--- src/rtl/temp_poll_scheduler_if.sv ---
// Read handshake between the poll scheduler and the I2C temperature sensor controller.
// The scheduler drives the request; the sensor controller returns completion, error and sample.
interface temp_poll_scheduler_if;
  logic        rd_req;
  logic        rd_done;
  logic        rd_err;
  logic [11:0] rd_temp;

  modport master (
    output rd_req,
    input  rd_done,
    input  rd_err,
    input  rd_temp
  );

  modport slave (
    input  rd_req,
    output rd_done,
    output rd_err,
    output rd_temp
  );
endinterface

--- src/rtl/temp_poll_scheduler.sv ---
// Periodic / on-demand temperature poll sequencer with timeout, bounded retry and backoff.
// Publishes the last good sample, an alarm with hysteresis, and sticky fault/overrun flags.
module temp_poll_scheduler #(
  parameter int unsigned POLL_PERIOD = 1_000_000,
  parameter int unsigned TIMEOUT     = 50_000,
  parameter int unsigned MAX_RETRY   = 3,
  parameter int unsigned BACKOFF     = 16
) (
  input  logic                         clk,
  input  logic                         rst_n,
  temp_poll_scheduler_if.master        sens,
  input  logic                         i_enable,
  input  logic                         i_poll_now,
  input  logic                         i_clr_flags,
  input  logic [11:0]                  i_hi_thresh,
  input  logic [11:0]                  i_lo_thresh,
  output logic [11:0]                  o_temp_out,
  output logic                         o_temp_valid,
  output logic                         o_alarm,
  output logic                         o_fault,
  output logic                         o_overrun,
  output logic [15:0]                  o_sample_cnt
);

  localparam int unsigned PW = (POLL_PERIOD > 1) ? $clog2(POLL_PERIOD) : 1;
  localparam int unsigned TW = (TIMEOUT > 1) ? $clog2(TIMEOUT) : 1;
  localparam int unsigned BW = (BACKOFF > 1) ? $clog2(BACKOFF) : 1;

  localparam logic [PW-1:0] PERIOD_LAST = PW'(POLL_PERIOD - 1);
  localparam logic [TW-1:0] TO_LAST     = TW'(TIMEOUT - 1);
  localparam logic [BW-1:0] BO_LAST     = BW'(BACKOFF - 1);
  localparam logic [3:0]    RETRY_MAX   = 4'(MAX_RETRY);

  typedef enum logic [1:0] {StIdle, StIssue, StWaitDone, StBackoff} state_e;

  state_e         r_state;
  logic [PW-1:0]  r_period_cnt;
  logic [TW-1:0]  r_to_cnt;
  logic [BW-1:0]  r_bo_cnt;
  logic [3:0]     r_retry_cnt;
  logic           r_rd_req;
  logic [11:0]    r_temp_out;
  logic           r_temp_valid;
  logic           r_alarm;
  logic           r_fault;
  logic           r_overrun;
  logic [15:0]    r_sample_cnt;

  logic           w_tick;
  logic           w_poll_req;
  logic           w_success;
  logic           w_fail;
  logic [3:0]     w_retry_next;
  logic           w_at_hi;
  logic           w_at_lo;

  assign w_tick       = i_enable && (r_period_cnt == PERIOD_LAST);
  assign w_poll_req   = w_tick || (i_poll_now && i_enable);
  // A completion in the final timeout cycle still counts as success.
  assign w_success    = sens.rd_done && !sens.rd_err;
  assign w_fail       = (sens.rd_done && sens.rd_err) || (!sens.rd_done && (r_to_cnt == TO_LAST));
  assign w_retry_next = r_retry_cnt + 4'd1;
  assign w_at_hi      = $signed(sens.rd_temp) >= $signed(i_hi_thresh);
  assign w_at_lo      = $signed(sens.rd_temp) <= $signed(i_lo_thresh);

  always_ff @(posedge clk or negedge rst_n) begin
    if (!rst_n) begin
      r_period_cnt <= '0;
    end else if (!i_enable || (r_period_cnt == PERIOD_LAST)) begin
      r_period_cnt <= '0;
    end else begin
      r_period_cnt <= r_period_cnt + 1'b1;
    end
  end

  always_ff @(posedge clk or negedge rst_n) begin
    if (!rst_n) begin
      r_state      <= StIdle;
      r_to_cnt     <= '0;
      r_bo_cnt     <= '0;
      r_retry_cnt  <= '0;
      r_rd_req     <= 1'b0;
      r_temp_out   <= 12'h190;
      r_temp_valid <= 1'b0;
      r_alarm      <= 1'b0;
      r_fault      <= 1'b0;
      r_overrun    <= 1'b0;
      r_sample_cnt <= '0;
    end else begin
      r_rd_req     <= 1'b0;
      r_temp_valid <= 1'b0;
      // Clear first so that a same-cycle set below takes priority.
      if (i_clr_flags) begin
        r_fault   <= 1'b0;
        r_overrun <= 1'b0;
      end
      if (w_poll_req && (r_state != StIdle)) begin
        r_overrun <= 1'b1;
      end
      case (r_state)
        StIdle: begin
          if (w_poll_req) begin
            r_state     <= StIssue;
            r_rd_req    <= 1'b1;
            r_retry_cnt <= '0;
          end
        end
        StIssue: begin
          r_state  <= StWaitDone;
          r_to_cnt <= '0;
        end
        StWaitDone: begin
          if (w_success) begin
            r_state      <= StIdle;
            r_temp_out   <= sens.rd_temp;
            r_temp_valid <= 1'b1;
            r_sample_cnt <= r_sample_cnt + 16'd1;
            if (w_at_hi) begin
              r_alarm <= 1'b1;
            end else if (w_at_lo) begin
              r_alarm <= 1'b0;
            end
          end else if (w_fail) begin
            r_retry_cnt <= w_retry_next;
            if (w_retry_next == RETRY_MAX) begin
              r_fault <= 1'b1;
              r_state <= StIdle;
            end else begin
              r_state  <= StBackoff;
              r_bo_cnt <= '0;
            end
          end else begin
            r_to_cnt <= r_to_cnt + 1'b1;
          end
        end
        StBackoff: begin
          if (r_bo_cnt == BO_LAST) begin
            r_state  <= StIssue;
            r_rd_req <= 1'b1;
          end else begin
            r_bo_cnt <= r_bo_cnt + 1'b1;
          end
        end
        default: r_state <= StIdle;
      endcase
    end
  end

  assign sens.rd_req  = r_rd_req;
  assign o_temp_out   = r_temp_out;
  assign o_temp_valid = r_temp_valid;
  assign o_alarm      = r_alarm;
  assign o_fault      = r_fault;
  assign o_overrun    = r_overrun;
  assign o_sample_cnt = r_sample_cnt;

endmodule

--- src/flat_wrapper.sv ---
// flat-port wrapper written by rule: the top's interface ports become plain ports
module temp_poll_scheduler_flat 
#(
  parameter int unsigned POLL_PERIOD = 1_000_000,
  parameter int unsigned TIMEOUT     = 50_000,
  parameter int unsigned MAX_RETRY   = 3,
  parameter int unsigned BACKOFF     = 16
)
  (clk, rst_n, i_enable, i_poll_now, i_clr_flags, i_hi_thresh, i_lo_thresh, o_temp_out, o_temp_valid, o_alarm, o_fault, o_overrun, o_sample_cnt, sens_rd_req, sens_rd_done, sens_rd_err, sens_rd_temp);
  temp_poll_scheduler_if sens_i ();
  input  logic clk;
  input  logic rst_n;
  input  logic i_enable;
  input  logic i_poll_now;
  input  logic i_clr_flags;
  input  logic [11:0] i_hi_thresh;
  input  logic [11:0] i_lo_thresh;
  output logic [11:0] o_temp_out;
  output logic o_temp_valid;
  output logic o_alarm;
  output logic o_fault;
  output logic o_overrun;
  output logic [15:0] o_sample_cnt;
  output wire logic [$bits(sens_i.rd_req)-1:0] sens_rd_req;
  input wire logic [$bits(sens_i.rd_done)-1:0] sens_rd_done;
  input wire logic [$bits(sens_i.rd_err)-1:0] sens_rd_err;
  input wire logic [$bits(sens_i.rd_temp)-1:0] sens_rd_temp;
  assign sens_rd_req = sens_i.rd_req;
  assign sens_i.rd_done = sens_rd_done;
  assign sens_i.rd_err = sens_rd_err;
  assign sens_i.rd_temp = sens_rd_temp;
  temp_poll_scheduler #(.POLL_PERIOD(POLL_PERIOD), .TIMEOUT(TIMEOUT), .MAX_RETRY(MAX_RETRY), .BACKOFF(BACKOFF)) u_core (.clk(clk), .rst_n(rst_n), .sens(sens_i), .i_enable(i_enable), .i_poll_now(i_poll_now), .i_clr_flags(i_clr_flags), .i_hi_thresh(i_hi_thresh), .i_lo_thresh(i_lo_thresh), .o_temp_out(o_temp_out), .o_temp_valid(o_temp_valid), .o_alarm(o_alarm), .o_fault(o_fault), .o_overrun(o_overrun), .o_sample_cnt(o_sample_cnt));
endmodule
--- config.mk ---
export PLATFORM = sky130hd
export DESIGN_NAME = temp_poll_scheduler_flat
export DESIGN_NICKNAME = d
export VERILOG_FILES = /design/src/rtl/temp_poll_scheduler_if.sv /design/src/rtl/temp_poll_scheduler.sv /design/src/flat_wrapper.sv
export SDC_FILE = /design/constraint.sdc
export NUM_CORES = 1
export LEC_CHECK = 0
export ABC_AREA = 1
export CORE_MARGIN = 1
export CORE_UTILIZATION = 30
export DETAILED_ROUTE_END_ITERATION = 12
export GPL_ROUTABILITY_DRIVEN = 1
export PLACE_DENSITY_LB_ADDON = 0.25
export RECOVER_POWER = 50
export SYNTH_ARGS = -nofsm -noshare
export SYNTH_HDL_FRONTEND = slang
export SYNTH_SLANG_ARGS = --single-unit
--- constraint.sdc ---
create_clock -name clk -period 2 [get_ports clk]
set_input_delay 0.2 -clock clk [delete_from_list [all_inputs] [get_ports clk]]
set_output_delay 0.2 -clock clk [all_outputs]
set_load 0.02 [all_outputs]
== Word level (Yosys, flattened, before mapping) ==
Cells that the tools add are included.

* Bits in registers: 79
* Input bits: 43
* Word-level logic and storage cells: 92
* Output and inout port bits: 33

* Add/sub/neg operators: 5
* $lt $le $gt $ge: 2
* Equality and inequality tests: 15
* Multiplexer cells: 33
* Reduce and logical (&&, ||, !) cells: 25

{| class="wikitable"
|+ Operators by type and width
! cell !! count
|-
| 16-bit by 1-bit adder with 16-bit output, second input constant || 2
|-
| 16-bit 2-to-1 mux || 2
|-
| 16-bit one-hot mux with 2 select lines || 1
|-
| 4-bit 2-to-1 mux || 7
|-
| 20-bit by 1-bit adder with 20-bit output, second input constant || 1
|-
| 20-bit equality test, second input constant || 1
|-
| 20-bit 2-to-1 mux || 1
|-
| 16-bit equality test, second input constant || 1
|-
| 4-bit one-hot mux with 2 select lines || 2
|-
| 1-bit 2-to-1 mux || 13
|-
| 12-bit greater-or-equal comparator || 1
|-
| 12-bit <= comparator || 1
|-
| 2-bit nonzero test || 6
|-
| 2-bit 2-to-1 mux || 5
|-
| 3-bit AND reduction || 3
|-
| 4-bit by 1-bit adder with 4-bit output, second input constant || 2
|-
| 2-bit != test, second input constant || 4
|-
| 2-bit one-hot mux with 4 select lines || 1
|-
| 1-bit logical AND || 6
|-
| 2-bit by 1-bit != test with 1-bit output, second input constant || 3
|-
| 5-bit AND reduction || 1
|-
| 2-bit equality test, second input constant || 2
|-
| 4-bit by 2-bit equality test with 1-bit output, second input constant || 1
|-
| 4-bit equality test, second input constant || 1
|-
| other kinds (8) || 12
|}

== Longest topological paths before layout ==
Gate-level depths: netlist (run 1).

* Depth in word-level cells: 6
* Mapped depth: 15
* Mapped depth without buffers: 15

== Least setup slack after synthesis (run 1) ==
No wires, ideal clock.

* Path type: flip-flop to flip-flop
* Start: register u_core.r_state[0]
* End: register u_core.r_sample_cnt[15], in the netlist u_core.o_sample_cnt[15]
* Clock period less this slack: 1.685 ns
* Path slack: 0.315 ns
* Setup time: 0.079 ns
* Buffers on the path: 1
* Cell stages (with the launch flop): 11
* Data arrival time: 1.605 ns
* Required time: 1.921 ns
* Path through: dfrtp_1 inv_1 ha_1 inv_2 nor2_2 buf_4 nand4_4 nor3_4 nand2_2 nor2_1 xor2_1

* Longest elaborated chain between the ends: 2

{| class="wikitable"
|+ RTL lines
! item !! line !! source
|-
| from (decl) || temp_poll_scheduler.sv:36 || <nowiki>state_e r_state;</nowiki>
|-
| from (signal assigned) || temp_poll_scheduler.sv:78 || <nowiki>r_state <= StIdle;</nowiki>
|-
| from (signal assigned) || temp_poll_scheduler.sv:103 || <nowiki>r_state <= StIssue;</nowiki>
|-
| from (signal assigned) || temp_poll_scheduler.sv:109 || <nowiki>r_state <= StWaitDone;</nowiki>
|-
| 2-bit equality test || temp_poll_scheduler.sv:100 || <nowiki>case (r_state)</nowiki>
|-
| 2-bit AND reduction (no line) || n/a ||
|-
| to (signal assigned) || temp_poll_scheduler.sv:117 || <nowiki>r_sample_cnt <= r_sample_cnt + 16'd1;</nowiki>
|-
| to (decl) || temp_poll_scheduler.sv:47 || <nowiki>logic [15:0] r_sample_cnt;</nowiki>
|}

Every way passes these cells.
A chain may end at the register's enable or synchronous reset.

== Final worst setup path (run 1) ==
* Start: register u_core.r_state[0]
* End: register u_core.r_sample_cnt[13], in the netlist u_core.o_sample_cnt[13]

The elaborated chain is that of the path after synthesis.

==> impl.org, run 1 <==
** Floorplan
- Overall die area :: 0.0165 mm^2
- The die is 129 um tall.
- Die Wd :: approximately 130 um
- The initialized floorplan defines 45 standard-cell rows.
- Num ports :: 76
- The core region is 0.0154 mm^2.
- Initial standard-cell utilization of the core :: 0.311

** Placement
- Input and output buffers added on the ports amount to 75.
- Half-perimeter wire length after detailed placement :: 8730 um
- At the end of routability-driven placement, the weighted congestion stood at 0.857.
- Standard cell area after detailed placement :: between 0.005 and 0.006 mm^2

** Clock tree
- The later pin in the worst-skew pair is clocked with a latency of 0.34 ns.
- Sinks on the clock net :: slightly below 80
- TritonCTS Buffers :: 9
- Clock Tree Root :: sky130_fd_sc_hd__clkbuf_16
- Clock Path Buffers :: 2
- CTS built an H-tree with a depth of 3.
- TritonCTS built the clock tree.
- After clock tree synthesis, the clock-pin slew on the worst setup and hold paths is about 0.060 ns.

** Synth
- After synthesis, the most frequently instantiated cells are sky130_fd_sc_hd__nand2_1 (183), sky130_fd_sc_hd__inv_1 (81), sky130_fd_sc_hd__dfrtp_1 (76), sky130_fd_sc_hd__nor2_1 (53), sky130_fd_sc_hd__nand3_1 (35).
- For this run, the register share of the synthesized area comes to 0.412.
- Among all flip-flop cells after synthesis, the most frequent one is sky130_fd_sc_hd__dfrtp_1.
- Area of the mapped netlist :: around 0.0048 mm^2
- The most common cell in the synthesized netlist is sky130_fd_sc_hd__nand2_1.
- Each instance of the synthesized netlist takes up on average 7.73 um^2.
- Of the post-synthesis cell area, the dominant cell type holds 0.396.
- Cell count after synthesis :: 621
- Post-synthesis sequential element count :: between 70 and 80
- In the post-synthesis netlist, the biggest area contributors are sky130_fd_sc_hd__dfrtp_1 (40%), sky130_fd_sc_hd__nand2_1 (14%), sky130_fd_sc_hd__ha_1 (8.9%).
- Distinct cells, synth :: 36
- Yosys mapped a number of flops with a built-in enable equal to 0.
- In the synthesized netlist the async set-or-reset flop fraction comes to 1.00.
- For this run, the number of Yosys warnings is 0.
- Total nets after synthesis :: 698
- Cell taking the most area after synthesis :: sky130_fd_sc_hd__dfrtp_1

** Hold path
- The path with the worst hold slack has its endpoint at u_core.o_temp_out[4].
- Worst Min Path Start :: sens_rd_temp[4]
- Min-Delay Path Class :: primary input to flip-flop
- Worst hold stages :: 3

** Setup path
- The startpoint identified for the worst register-to-register timing path is u_core.r_state[0].
- STA puts the critical path data required time at ~2.2 ns.
- Arr. time, crit path :: 2.08 ns
- The slowest stage of the critical path belongs to the cell sky130_fd_sc_hd__dfrtp_1.
- Kind of cell with the highest combined delay on the critical path :: simple AND/OR/NAND/NOR gates
- Chain of cells forming the critical path :: inv_1 -> ha_2 -> inv_2 -> nor2_2 -> buf_4 -> nand4_4 -> nor3_4 -> buf_4 -> nand2_1 -> xor2_1
- By instance count, the cell type seen most on the critical path is sky130_fd_sc_hd__buf_4.
- The setup check on the worst reg-to-reg path leaves a slack of 0.15 ns.
- In this design, the stage delay of the slowest critical-path cell is between 0.4 and 0.5 ns.
- Number of buffers and inverters on the critical path :: 4
- Type of the worst setup path :: flip-flop to flip-flop
- The worst register-to-register path ends at u_core.o_sample_cnt[13].
- Launching element type of the critical path :: flip-flop
- Crit. path cell count :: 10
- Worst-path fanout max :: 4
- R2R depth :: 10
- CP endpoint kind :: flip-flop

** Finish
- For this run, the share of the core covered by cells in the final layout is 0.400.
- Across the whole layout, storage elements account for between 0.0015 and 0.002 mm^2.
- 0 antenna diodes ended up in the layout.
- Once layout is done, the placed cells without fillers occupy 0.00617 mm^2.
- The multi-input combinational cells in the finished layout cover a total of 0.00246 mm^2.
- The area growth from synthesis to layout is 28.5%.
- In the final layout, the share of cells above drive strength 1 is 0.0907.
- # fillers :: 1,571
- After the last flow step, the layout net total stands at 789.

** Routing
- Vias post-DR :: 4,250
- Post-DR wirelength/cell :: between 10 and 15 um
- For this block, the initial DRC count from the detailed router was 281.
- Wirelength, routed :: about 11,000 um
- The first detailed-routing pass ran for 7 iterations.
- Once detail routing completed, the nets flagged for antenna violations numbered 0.
- Number of vias per cell after detailed routing :: 4.58
- Post-route DRC violation count :: 0

** Timing
- The smallest clock period supported by the final layout is computed as ~1.8 ns.
- Final Hold Vio Count :: 0
- Count of pins over their slew limit :: 0
- Period Utilization, post-route :: 0.925
- # setup viols final :: 0
- Largest clock skew in the final design :: about 0.0064 ns
- Adding up every negative setup slack in the final design gives 0 ns.
- Measured against its own limit, the worst slew margin works out to 0.428.
- Static timing analysis puts the maximum clock frequency at around 540 MHz.
- At the pin with the least slew margin, the transition time is between 0.8 and 0.9 ns.
- Across all hold checks on the routed design, the worst slack comes to between 0.4 and 0.5 ns.

** Power and ir drop
- Power spread over the standard cell area amounts to 843 mW/mm^2.
- Leakage component of the power :: roughly 3 nW
- Worst supply voltage drop on vdd :: 0.446 mV

** Global route
- The number of global-route vias before repair is 4,200.
- Wire length of the first global-routing pass :: 19,800 um
- Largest net degree at the start of global routing :: 50
- Combined global-route utilization of all metal layers :: 0.152
- For this run the aggregate overflow at the end of global routing stands at 0.
- The initial antenna violation count came to 0.

** Job
- Across the run, the number of max-cap violations was 0.

** Status
- The run finished with clean final reports.
## worst max path at each step
stage                 startpoint                       to
2_1_floorplan  u_core.r_state[0]  u_core.o_sample_cnt[15]
3_3_place_gp        sens_rd_done  u_core.o_sample_cnt[14]
3_5_place_dp        sens_rd_done  u_core.o_sample_cnt[14]
4_1_cts        u_core.r_state[0]  u_core.o_sample_cnt[14]
5_1_grt        u_core.r_state[0]  u_core.o_sample_cnt[15]
6_report       u_core.r_state[0]  u_core.o_sample_cnt[13]
## cell usage in the layout, fill, tap and decap left out, drive strengths merged, types with 2 or more instances in the layout
cell,n
nand3,38
clkinvlp,3
o21ai,14
a31oi,4
inv,89
o31ai,2
a21o,2
a21oi,21
xor2,19
ha,34
clkinv,3
xnor2,8
nor4,2
clkbuf,12
nand4,23
dfstp,3
nor3,24
clkdlybuf4s50,74
buf,12
dfrtp,76
nor3b,4
nand2,187
nor2,57
## flip-flops by register name, indices dropped and copies added (netlist names)
| signal | flops |
|---|---|
| u_core.r_period_cnt | 20 |
| u_core.o_sample_cnt | 16 |
| u_core.r_to_cnt | 16 |
| u_core.o_temp_out | 12 |
| u_core.r_bo_cnt | 4 |
| u_core.r_retry_cnt | 4 |
| u_core.r_state | 2 |
| u_core.o_alarm | 1 |
| u_core.o_fault | 1 |
| u_core.o_overrun | 1 |
| u_core.o_temp_valid | 1 |
| u_core.sens.rd_req | 1 |
## layer usage
metal / GRT usage / routed length, um / up-vias
met5: 0 / 0 / -
met1: 0.186 / 5250 / 1952
met3: 0.0445 / 727 / 11
met2: 0.247 / 5290 / 110
li1: - / - / 2177
met4: 0.0713 / 199 / 0
## cell type report
| type | instances | share of cell area |
|---|---|---|
| Tap cell | 211 | 0.0428 |
| Clock inverter | 5 | 0.00567 |
| Multi-Input combinational cell | 444 | 0.398 |
| Clock buffer | 11 | 0.0377 |
| Inverter | 89 | 0.0547 |
| Sequential cell | 79 | 0.321 |
| Timing Repair inverter | 1 | 0.00122 |
| Timing Repair Buffer | 88 | 0.139 |
## where the power goes
part	internal (W)	switching, W
sequential	0.00184	0.000174
combinational	0.000689	0.00100
clock	0.000843	0.000656
total	0.00337	0.00183
## cell families (layout without fill, tap and decap cells)
kind of cell / after synthesis / after routing / synth area share
flip-flops: 79 / 79 / 0.412
buffers and inverters: 98 / 194 / 0.0792
XOR/XNOR: 27 / 27 / 0.0492
AO/OA/AOI/OAI: 46 / 46 / 0.0524
adder cells (fa/ha/maj): 34 / 34 / 0.0886
AND/OR/NAND/NOR: 337 / 337 / 0.318
## timing repair
item	CTS	global route
hold endpoints to repair	30	0
hold buffers	1	0
setup endpoints to repair	0	7
buffers inserted	0	2
gates resized for setup	0	6
## worst register-to-register path, delay by kind of cell, from the launching register on
kind,cells,cell delay [ns]
AND/OR/NAND/NOR,4,0.55
adder cells (fa/ha/maj),1,0.21
buffers and inverters,4,0.43
XOR/XNOR,1,0.14
flip-flops,1,0.41
## stage by stage
| stage | power (W) | instances | worst slack [ns] |
|---|---|---|---|
| after floorplan | 0.00298 | 621 | 0.315 |
| after global placement | 0.00370 | 908 | 0.132 |
| after detailed placement | 0.00373 | 908 | 0.0967 |
| after CTS | 0.00528 | 925 | 0.128 |
| after global routing | 0.00557 | 928 | -0.00481 |
| final | 0.00521 | 928 | 0.151 |
Note: power is estimated with default switching activity, not from simulation.
==> inputs of run 2 (changes only) <==
--- a/config.mk
+++ b/config.mk
@@ -6,6 +6,7 @@
 export NUM_CORES = 1
 export LEC_CHECK = 0
 export ABC_AREA = 1
+export ABC_CLOCK_PERIOD_IN_PS = 2000
 export CORE_MARGIN = 1
 export CORE_UTILIZATION = 30
 export DETAILED_ROUTE_END_ITERATION = 12
==> results of run 2 <==
No change in the layout: final DEF, timing and power equal those of run 1.
==> inputs of run 3 (changes only) <==
--- a/config.mk
+++ b/config.mk
@@ -8,7 +8,7 @@
 export ABC_AREA = 1
 export ABC_CLOCK_PERIOD_IN_PS = 2000
 export CORE_MARGIN = 1
-export CORE_UTILIZATION = 30
+export CORE_UTILIZATION = 50
 export DETAILED_ROUTE_END_ITERATION = 12
 export GPL_ROUTABILITY_DRIVEN = 1
 export PLACE_DENSITY_LB_ADDON = 0.25
==> run 3 against run 2 <==
- total power down 4.3%
- global-route usage up 7.8 points
- clock-buffer cell count unchanged
- critical endpoint is now u_core.r_to_cnt[0]
- clock power down 12%
- highest routed layer unchanged
- combinational power down 3%
- first-iteration DRC count down 45%
- flip-flop and latch count unchanged
- register-to-register slack better by 0.06 ns
==> impl.org, run 3 (synthesis results as in run 1) <==
** Global route
- Largest net degree at the start of global routing :: 36
- Leftover overflow at the end of global routing :: 0
- Initial antenna violation count :: 0
- Combined global-route utilization of all metal layers :: 0.231
- The first global-routing pass estimated 18,300 um of wire.
- Vias in the first global route :: approximately 4.1k

** Setup path
- In this run the worst path has a maximum fanout of 21.
- Type of the worst setup path :: flip-flop to flip-flop
- Arr. time, crit path :: slightly above 2 ns
- Worst Path Required :: roughly 2.2 ns
- The worst setup path is launched from a flip-flop.
- CP endpoint kind :: flip-flop

** Clock tree
- TritonCTS created 9 clock buffers.
- No sink is reached through more buffers than the 2 on the longest clock path.
- Counting every sink on the clock net gives 79.
- Clock transition at the registers of the reported paths :: around 0.080 ns
- The H-tree was split into 3 levels.
- CTS placed an instance of sky130_fd_sc_hd__clkbuf_8 at the clock tree root.
- Clock Latency Late Sink :: between 0.3 and 0.4 ns
- CTS tree :: done

** Timing
- Period Utilization, post-route :: 0.897
- Setup repair after global routing left no endpoint under its margin.
- Final worst path period need :: between 1.5 and 2 ns
- Count of pins over their slew limit :: 0
- Measured against its own limit, the worst slew margin works out to 0.381.
- Final Hold Vio Count :: 0
- Between clock sinks in the finished design, the worst skew comes to ~0.011 ns.
- Setup violations remaining at the end of the flow were counted as 0.
- Derived from the worst setup path, the maximum achievable clock frequency is approximately 560 MHz.
- For the pin with the worst max-slew slack, the measured transition is approximately 0.93 ns.
- Setup TNS :: 0 ns

** Routing
- DRC marker count from the first detailed-route iteration :: 154
- Wirelength, routed :: 10,700 um
- The pre-antenna-repair detailed-routing pass consisted of 4 iterations.
- After detailed routing, the number of remaining DRC violations is 0.
- Number of vias per cell after detailed routing :: slightly above 5
- Vias post-DR :: between 4k and 5k
- In this run the remaining antenna-violating nets after routing total 0.
- Post-DR wirelength/cell :: around 13 um

** Placement
- IO Port Bufs :: 75
- Standard cell area after detailed placement :: 0.00575 mm^2
- Routability-driven placement finished with a final weighted congestion of 0.911.
- Half-perimeter wire length after detailed placement :: 8390 um

** Power and ir drop
- Switching Fraction :: 0.351
- In this run the static leakage power is 3.00 nW.
- Cell internal power was estimated by the tool at roughly 0.0032 W.
- Sequential cell fraction of total power :: 0.405
- Of the total power, combinational logic draws 0.329.
- Power dissipated by switching net loads :: 0.00175 W
- Of the total power, the clock network draws 0.266.
- VDD sags by at most ~0.55 mV.
- Power spread over the standard cell area amounts to 832 mW/mm^2.
- Power comes to 0.00498 W.

** Finish
- Max reg flops :: 20
- In the final design database the tool counted 785 nets.
- Most frequent standard cell in the layout excluding fill and tap cells :: sky130_fd_sc_hd__nand2_1
- The repair_antennas step left the layout with diodes totalling 0.
- Of the cells placed in the final design, the portion with a size suffix greater than 1 is 0.0827.
- Commonest cells after routing, fill and taps aside :: sky130_fd_sc_hd__nand2_1 (183), sky130_fd_sc_hd__inv_1 (81), sky130_fd_sc_hd__dfrtp_1 (76)
- With fillers left out, the area of the finished cells amounts to 0.00598 mm^2.
- Relative to the synthesized area, the layout overhead comes to 24.6%.
- The register with the most flip-flops in the final layout is u_core.r_period_cnt.

** Floorplan
- Die Wd :: 100 um
- Core region area :: 0.00928 mm^2
- Measured along the y axis, the die boundary spans 100 um.
- Initial standard-cell utilization of the core :: 0.517
- In this run the count of I/O pins placed on the die edge is 76.
- Overall die area :: about 0.010 mm^2
- Placement row count :: 35

** Status
- The flow ran to the end, and the final reports show no timing, DRC or antenna violations.

** Hold path
- Min-Delay Path Class :: primary input to flip-flop

** Job
- # Max-Cap Violations :: 0
run 3: cell types whose count changed in the layout (fill, tap and decap cells not counted), moves of 2 or more:
cell,before,now
sky130_fd_sc_hd__dlygate4sd3_1,1,11
sky130_fd_sc_hd__clkbuf_8,0,10
sky130_fd_sc_hd__clkinvlp_4,3,1
sky130_fd_sc_hd__buf_4,11,7
sky130_fd_sc_hd__bufinv_16,0,2
sky130_fd_sc_hd__clkdlybuf4s50_1,74,64
sky130_fd_sc_hd__clkbuf_16,9,0
run 3: final timing paths:
kind | endpoint | from | cells after the start | slack, ns
worst max-delay path | u_core.r_to_cnt[0] | u_core.r_to_cnt[0] | 9 | 0.21
worst min-delay path | u_core.o_temp_out[7] | sens_rd_temp[7] | 3 | 0.43
worst max register to register | u_core.r_to_cnt[0] | u_core.r_to_cnt[0] | 9 | 0.21
worst min register to register | u_core.r_period_cnt[0] | u_core.r_period_cnt[0] | 1 | 0.46
max in group asynchronous | u_core.r_to_cnt[4] | rst_n | 3 | 0.56
min in group asynchronous | u_core.r_period_cnt[14] | rst_n | 2 | 0.52
run 3: power groups by stage:
stage / Clock (W) / Sequential, W / Combinational (W)
floorplan: 0 / 0.00222 / 0.000756
global placement: 0 / 0.00204 / 0.00161
detailed placement: 0 / 0.00204 / 0.00166
CTS: 0.00136 / 0.00202 / 0.00167
global route: 0.00143 / 0.00205 / 0.00183
finish: 0.00132 / 0.00202 / 0.00164
run 3: final cells by class:
cell class              instances  area (um^2)
clock inverters                 5         81.3
repair buffers                 85          833
clock buffers                  11          141
multi-input cells             444         2450
inverters                      89          334
well taps                     129          161
flip-flops and latches         79         1980
fillers                       794         3300
run 3: through the flow:
step	util	instances	hold slack, ns	setup WS (ns)
2_1_floorplan	-	621	-0.0956	0.315
3_3_place_gp	0.619	825	0.184	0.0989
3_5_place_dp	0.619	825	0.196	0.0666
4_1_cts	0.644	842	0.346	0.206
5_1_grt	0.645	842	0.443	0.0195
6_report	0.645	842	0.435	0.206
run 3: timing repair:
item	CTS	global route
endpoints found under the setup margin	0	3
setup buffers	0	0
gates resized for setup	0	2
hold buffers	1	0
endpoints found under the hold margin	32	0
run 3: critical path, stage by stage, from the launching register on:
cell and delay, ns:
sky130_fd_sc_hd__dfrtp_1 0.42, sky130_fd_sc_hd__ha_1 0.26, sky130_fd_sc_hd__nand3_2 0.13, sky130_fd_sc_hd__nor3_2 0.05
sky130_fd_sc_hd__nand2_1 0.13, sky130_fd_sc_hd__nand3_2 0.09, sky130_fd_sc_hd__nand2_2 0.33, sky130_fd_sc_hd__inv_2 0.13
sky130_fd_sc_hd__nor2_1 0.11, sky130_fd_sc_hd__a21oi_1 0.04
run 3: metal layers:
metal / GRT usage / up-vias / share of wire
met4: 0.100 / 0 / 0.019
met1: 0.294 / 2006 / 0.45
met2: 0.383 / 89 / 0.49
li1: - / 2161 / -
met3: 0.0460 / 19 / 0.041
met5: 0 / - / 0
